### src/rtl/key_event_gen_pkg.sv
// Shared types and constants for the direction-key command generator.
// The state enum and the direction indices are used by the RTL and by the bench.
package key_event_pkg;

    typedef enum logic [1:0] {
        IDLE = 2'd0,
        PEND = 2'd1,
        HOLD = 2'd2,
        RPT  = 2'd3
    } state_t;

    localparam int DIR_UP    = 0;
    localparam int DIR_DOWN  = 1;
    localparam int DIR_LEFT  = 2;
    localparam int DIR_RIGHT = 3;

endpackage

### src/rtl/key_event_gen_if.sv
// Valid/ready command channel from the key event generator to the game controller.
// The generator drives the master modport and the consumer drives the slave modport.
interface key_event_gen_if #(
    parameter int DW = 2
) ();
    logic          cmd_valid;
    logic          cmd_ready;
    logic [DW-1:0] cmd_dir;
    logic          cmd_repeat;

    modport master (
        output cmd_valid,
        output cmd_dir,
        output cmd_repeat,
        input  cmd_ready
    );

    modport slave (
        input  cmd_valid,
        input  cmd_dir,
        input  cmd_repeat,
        output cmd_ready
    );
endinterface

### src/rtl/key_prio_enc.sv
// Combinational priority encoder: reports whether any key is pressed and
// the index of the lowest-numbered pressed key.
module key_prio_enc #(
    parameter int N_KEYS = 4,
    parameter int IW     = $clog2(N_KEYS)
) (
    input  logic [N_KEYS-1:0] i_pressed,
    output logic              o_any,
    output logic [IW-1:0]     o_idx
);

    // NOTE: every output gets a default before the loop so no latch is inferred.
    always_comb begin
        o_any = 1'b0;
        o_idx = '0;
        // Scan downward so the lowest pressed index is the last one written.
        for (int i = N_KEYS - 1; i >= 0; i--) begin
            if (i_pressed[i]) begin
                o_any = 1'b1;
                o_idx = IW'(i);
            end
        end
    end

endmodule

### src/rtl/key_event_gen.sv
// Turns debounced active-low direction keys into press and auto-repeat move
// commands on a valid/ready channel, paced by the 1 ms tick strobe.
module key_event_gen
    import key_event_pkg::*;
#(
    parameter int N_KEYS    = 4,
    parameter int HOLD_MS   = 500,
    parameter int REPEAT_MS = 150,
    parameter int CW        = 10
) (
    input  logic              clk,
    input  logic              rst,
    input  logic              tick_1ms,
    input  logic [N_KEYS-1:0] key_n,
    key_event_gen_if.master   cmd
);

    localparam int DW = $clog2(N_KEYS);

    logic [N_KEYS-1:0] r_key_q;
    state_t            r_state;
    state_t            w_state_nx;
    logic [CW-1:0]     r_cnt;
    logic [CW-1:0]     w_cnt_nx;
    logic [DW-1:0]     r_dir;
    logic [DW-1:0]     w_dir_nx;
    logic              r_repeat;
    logic              w_repeat_nx;

    logic [N_KEYS-1:0] w_pressed;
    logic              w_any;
    logic [DW-1:0]     w_idx;
    logic              w_held;
    logic [CW-1:0]     w_limit;

    assign w_pressed = ~r_key_q;
    assign w_held    = w_pressed[r_dir];
    assign w_limit   = (r_state == RPT) ? CW'(REPEAT_MS - 1) : CW'(HOLD_MS - 1);

    key_prio_enc #(
        .N_KEYS (N_KEYS),
        .IW     (DW)
    ) u_prio_enc (
        .i_pressed (w_pressed),
        .o_any     (w_any),
        .o_idx     (w_idx)
    );

    // NOTE: sequential state uses non-blocking assignments so every register
    // samples the values from before the edge.
    always_ff @(posedge clk) begin
        if (rst) begin
            r_key_q  <= '1;
            r_state  <= IDLE;
            r_cnt    <= '0;
            r_dir    <= '0;
            r_repeat <= 1'b0;
        end else begin
            r_key_q  <= key_n;
            r_state  <= w_state_nx;
            r_cnt    <= w_cnt_nx;
            r_dir    <= w_dir_nx;
            r_repeat <= w_repeat_nx;
        end
    end

    always_comb begin
        w_state_nx  = r_state;
        w_cnt_nx    = r_cnt;
        w_dir_nx    = r_dir;
        w_repeat_nx = r_repeat;

        unique case (r_state)
            IDLE: begin
                if (w_any) begin
                    w_dir_nx    = w_idx;
                    w_repeat_nx = 1'b0;
                    w_state_nx  = PEND;
                end
            end
            PEND: begin
                // A release never withdraws an offered command; it only
                // decides where we go once the command has been taken.
                if (cmd.cmd_ready) begin
                    w_cnt_nx = '0;
                    if (!w_held) begin
                        w_state_nx = IDLE;
                    end else if (r_repeat) begin
                        w_state_nx = RPT;
                    end else begin
                        w_state_nx = HOLD;
                    end
                end
            end
            HOLD, RPT: begin
                // Release is checked first so it beats a coincident limit tick.
                if (!w_held) begin
                    w_cnt_nx   = '0;
                    w_state_nx = IDLE;
                end else if (tick_1ms) begin
                    if (r_cnt == w_limit) begin
                        w_repeat_nx = 1'b1;
                        w_state_nx  = PEND;
                    end else begin
                        w_cnt_nx = r_cnt + 1'b1;
                    end
                end
            end
            default: begin
                w_state_nx = IDLE;
            end
        endcase
    end

    assign cmd.cmd_valid  = (r_state == PEND);
    assign cmd.cmd_dir    = r_dir;
    assign cmd.cmd_repeat = r_repeat;

endmodule

### src/flat_wrapper.sv
// flat-port wrapper written by rule: the top's interface ports become plain ports
module key_event_gen_flat import key_event_pkg::*;
#(
    parameter int N_KEYS    = 4,
    parameter int HOLD_MS   = 500,
    parameter int REPEAT_MS = 150,
    parameter int CW        = 10
)
  (clk, rst, tick_1ms, key_n, cmd_cmd_valid, cmd_cmd_dir, cmd_cmd_repeat, cmd_cmd_ready);
  key_event_gen_if #(.DW((2))) cmd_i ();
  input  logic clk;
  input  logic rst;
  input  logic tick_1ms;
  input  logic [N_KEYS-1:0] key_n;
  output wire logic [$bits(cmd_i.cmd_valid)-1:0] cmd_cmd_valid;
  output wire logic [$bits(cmd_i.cmd_dir)-1:0] cmd_cmd_dir;
  output wire logic [$bits(cmd_i.cmd_repeat)-1:0] cmd_cmd_repeat;
  input wire logic [$bits(cmd_i.cmd_ready)-1:0] cmd_cmd_ready;
  assign cmd_cmd_valid = cmd_i.cmd_valid;
  assign cmd_cmd_dir = cmd_i.cmd_dir;
  assign cmd_cmd_repeat = cmd_i.cmd_repeat;
  assign cmd_i.cmd_ready = cmd_cmd_ready;
  key_event_gen #(.N_KEYS(N_KEYS), .HOLD_MS(HOLD_MS), .REPEAT_MS(REPEAT_MS), .CW(CW)) u_core (.clk(clk), .rst(rst), .tick_1ms(tick_1ms), .key_n(key_n), .cmd(cmd_i));
endmodule
### config.mk
export PLATFORM = sky130hd
export DESIGN_NAME = key_event_gen_flat
export DESIGN_NICKNAME = d
export VERILOG_FILES = /design/src/rtl/key_event_gen_pkg.sv /design/src/rtl/key_event_gen_if.sv /design/src/rtl/key_prio_enc.sv /design/src/rtl/key_event_gen.sv /design/src/flat_wrapper.sv
export SDC_FILE = /design/constraint.sdc
export NUM_CORES = 1
export LEC_CHECK = 0
export BUFFER_PORTS_ARGS = -buffer_cell sky130_fd_sc_hd__buf_4
export CAP_MARGIN = 40
export CORE_MARGIN = 5
export CORE_UTILIZATION = 35
export DETAILED_ROUTE_END_ITERATION = 7
export SYNTH_ARGS = -nofsm -noshare
export SYNTH_HDL_FRONTEND = slang
export SYNTH_SLANG_ARGS = --single-unit
### constraint.sdc
create_clock -name clk -period 3.2 [get_ports clk]
set_input_delay 0.32 -clock clk [delete_from_list [all_inputs] [get_ports clk]]
set_output_delay 0.32 -clock clk [all_outputs]
set_load 0.01 [all_outputs]
=== Word level (Yosys, flattened, before mapping) ===
Cells that the tools add are included.

* Logic and storage cells: 57
* Bits of input ports: 8
* Output and inout bits: 4
* Bits in registers: 19

* Bitwise gates (word level): 1
* Multiplexer cells: 29
* Equality and inequality tests: 12
* $add $sub $neg: 1
* Reductions and logical operators: 8
* Magnitude comparators: 1

{| class="wikitable"
|+ Operators by type and width
! cell !! number
|-
| $mux 10 || 4
|-
| $mux 2 || 10
|-
| $pmux 10 s2 || 1
|-
| $add 10x1->10 const B || 1
|-
| $eq 10x10->1 || 1
|-
| $mux 1 || 10
|-
| $mux 9 || 1
|-
| $ne 3x3->1 const B || 3
|-
| $reduce_and 4->1 || 2
|-
| $ne 2x1->1 const B || 3
|-
| $pmux 2 s3 || 1
|-
| $reduce_and 5->1 || 1
|-
| $eq 2x2->1 const B || 2
|-
| $ne 2x2->1 const B || 2
|-
| $not 4->4 || 1
|-
| $reduce_bool 2->1 || 2
|-
| $lt 2x3->1 const B || 1
|-
| $bmux 1 s2 || 1
|-
| $eq 2x1->1 const B || 1
|-
| $logic_not 2->1 || 1
|-
| $pmux 1 s2 || 1
|-
| $reduce_and 2->1 || 1
|-
| $reduce_or 2->1 || 1
|}

=== Logic depth before layout (Yosys ltp) ===
* Depth after elaboration: 7
* Depth in mapped cells: 5

=== Hierarchy ===
From an unflattened synthesis, not the netlist that was laid out.

* Cell total of the unflattened synthesis: 123
* Area total of the unflattened synthesis: 1007.2 µm²

{| class="wikitable"
|+ By module, submodules not included
! module !! times used !! cells an instance !! area an instance (µm²)
|-
| key_event_gen || 1 || 116 || 972.2
|-
| key_prio_enc || 1 || 7 || 35.0
|}

=== Worst setup path after synthesis ===
No wires, ideal clock.

* Path kind: flip-flop to flip-flop
* From: register u_core.r_dir[0], in the netlist u_core.cmd.cmd_dir[0]
* To: register u_core.r_cnt[2]
* Stages on the path, launching flop included: 6
* Arrival time: 1.843 ns
* Setup slack: 1.284 ns
* Cell sequence: dfxtp_1 > mux4_2 > nand2b_4 > buf_6 > or4_1 > o211ai_2

* Longest elaborated chain between the ends: 4
* Elaborated cells between the ends (all ways): 7

{| class="wikitable"
|+ RTL lines
! element !! line !! text
|-
| from (decl) || key_event_gen.sv:25 || <nowiki>logic [DW-1:0] r_dir;</nowiki>
|-
| from (signal assigned) || key_event_gen.sv:62 || <nowiki>r_dir <= w_dir_nx;</nowiki>
|-
| $bmux 1 s2 * || key_event_gen.sv:37 || <nowiki>assign w_held = w_pressed[r_dir];</nowiki>
|-
| $mux 1 (not written as such) * || key_event_gen.sv:37 ||
|-
| $ne 3x3->1 (no line) / $mux 10 (equally long branches) || n/a ||
|-
| $reduce_and 4->1 (no line) / $pmux 10 s2 (equally long branches) || n/a ||
|-
| to (signal assigned) || key_event_gen.sv:61 || <nowiki>r_cnt <= w_cnt_nx;</nowiki>
|-
| to (decl) || key_event_gen.sv:23 || <nowiki>logic [CW-1:0] r_cnt;</nowiki>
|}

Mark *: on every way between the ends. The rest lies on a longest branch, timed or not. The select of a mux whose other input is x is not followed.
A chain may end at the register's enable or synchronous reset.

=== Worst setup path after layout ===
* From: register u_core.r_dir[0], in the netlist u_core.cmd.cmd_dir[0]
* To: register u_core.r_cnt[4]

Same word-level chain as after synthesis.

==> results.tsv <==
metric	value	unit
overflow	0	
core.rowCount	20	
fin_worst_skew	3.86	ps
nets	147	
cp.arrival	2140	ps
avgViaCountPerCell	5.98	
outcome	finished clean	
ir_drop	151	uV
async_flop_share	0	
hold_path.class	input pin to flip-flop	
drv_slew	0	
cts_tree	built	
start_util	0.358	
worst_pin_slew	714	ps
rsz0062_at_grt	no	
hold_buffers	0	
cts_resized	0	
worstSetupStartpointType	flip-flop	
grt_use_total	0.119	
synth_ff_type	dfxtp_1	
area_delta_synth_final	11.9	%
drcViolationCount	0	
clock_latency	290	ps
critPathKind	flip-flop to flip-flop	
avgSynthCellArea	8.45	um^2
path_max_fanout	13	
grt_pass1_wl	4120	um
critPathTopFamily	multiplexers	
port_buffers	11	
max_stage_delay	580	ps
rr_worst_depth	4	
fin_crit	1930	ps
synthesis.nets	136	
crit_buf_inv	0	
crit_slowest_cell	mux4_2	
ys_types	43	
die_width	65.4	um
fp.dieH	65.4	um
synth_edf_count	0	
cellPowerDensity	352	nW/um^2
ys_ff_latch	19	
core	3000	um^2
dr.pass1.iters	4	
cts_max_path_buffers	2	
drt_iter0_markers	32	
synth_top_cell_by_area	dfxtp_1	
synthesis.area	1070	um^2
finalSetupViolations	0	
whs_path_depth	2	
critPathRequiredTime	3410	ps
synth.top_cells.by_area	dfxtp_1, a21oi_1, nand2_1, and4_1, nand3_1	
grt_max_degree	23	
fmax	518	MHz
post_cts_buffers	0	
p_total	0.423	mW
n_antenna_cell	0	
gp_congestion	0.827	
max_slew_margin	0.524	
path_clk_slew	110	ps
cp_num_cells	4	
drive_gt1_frac	0.175	
grt_pass1_vias	926	
wire_per_inst	14.1	um
routed_wirelength	2400	um
die-area	4270	um^2
yosysSeqAreaShare	0.354	
antenna_found_initial	0	
end_kind	flip-flop	
maxCapViolations	0	
cts_buffers	3	
synth_top_area_frac	0.354	
postSynthCellCount	127	
leakage	0.437	nW
cts_sinks	19	
cts-root-buf	clkbuf_4	
h-tree-depth	1	
path_cells	mux4_2 -> and2b_1 -> a21oi_1 -> a311oi_1	
hpwl	1740	um
ant_nets	0	
fin_tns_setup	0	ps
finalHoldViolCount	0	
min_period_over_period	0.604	
num_vias	1016	
ios	12	
fillers	315	
ys_warn_count	0	
## Yosys cell counts (all sizes together), types with 2 or more instances
library cell	instances
buf	2
or3	4
o2111ai	3
a21oi	11
nor2	5
nand2b	3
nand3	6
nand4b	2
o211ai	4
and2	3
and4	4
nor3	2
nor2b	3
a31oi	3
a211oi	2
nand2	11
or2	4
inv	4
or4	2
o21ai	5
dfxtp	19
nand4	2
nor3b	3
clkbuf	4
## metal layers
layer,vias to the layer above,GRT usage,wire length [um]
li1,510,-,-
met1,476,0.160,1150
met2,28,0.190,1080
met3,2,0.0342,152
met4,0,0.0233,10
met5,-,0,0
## placed cells by master (no fill, tap or decap), types with 2 or more instances in the layout
cell / n
a211oi_1: 2
a21oi_1: 11
a31oi_1: 3
and2_1: 3
and4_1: 4
buf_4: 12
clkbuf_4: 3
dfxtp_1: 19
inv_1: 4
nand2_1: 11
nand2b_1: 2
nand3_1: 6
nand4_1: 2
nand4b_1: 2
nor2_1: 5
nor2b_1: 3
nor3_1: 2
nor3b_1: 3
o2111ai_1: 3
o211ai_1: 3
o21ai_0: 5
or2_2: 4
or3_1: 4
or4_1: 2
## sequential cells by signal, summed over array words and instances (netlist names)
register	count
u_core.cmd.cmd_dir	2
u_core.cmd.cmd_repeat	1
u_core.r_state	2
u_core.r_cnt	10
u_core.r_key_q	4
## worst paths after layout
path,start,end,slack [ps]
min reg2reg,u_core.r_cnt[9],u_core.r_cnt[9],480
max,u_core.cmd.cmd_dir[0],u_core.r_cnt[4],1270
max reg2reg,u_core.cmd.cmd_dir[0],u_core.r_cnt[4],1270
min,key_n[3],u_core.r_key_q[3],210
## where the power goes
part	internal, mW	total, mW	switching (mW)
Sequential	0.243	0.253	0.00925
Clock	0.0464	0.119	0.0724
Combinational	0.0243	0.0514	0.0271
## stage by stage
step	worst slack (ps)	util	std cells	instance area, um^2	hold WS [ps]
after floorplan	1280	-	127	1070	424
after CTS	1280	0.400	170	1200	200
after detailed placement	1290	0.391	166	1170	470
after global placement	1360	0.391	166	1170	458
after global routing	1140	0.400	170	1200	202
final	1270	0.400	170	1200	208
## area by class of cell
cell class | instances | area [um^2] | area share
multi-input cells | 98 | 647 | 0.539
flip-flops and latches | 19 | 380 | 0.317
repair buffers | 12 | 90.1 | 0.0750
well taps | 33 | 41.3 | 0.0344
clock buffers | 3 | 22.5 | 0.0188
inverters | 4 | 15.0 | 0.0125
clock inverters | 1 | 5.00 | 0.00417
## cells by family (layout without fill, tap and decap cells)
group / Yosys count / after routing / share of synthesized area
and+or+nand+nor: 58 / 58 / 0.322
AOI/OAI and AO/OA: 38 / 38 / 0.248
DFF: 19 / 19 / 0.354
buffers and inverters: 10 / 20 / 0.0431
adders and majority gates: 1 / 1 / 0.0117
muxes: 1 / 1 / 0.0210
No activity file was read; power rests on OpenSTA's default activity.
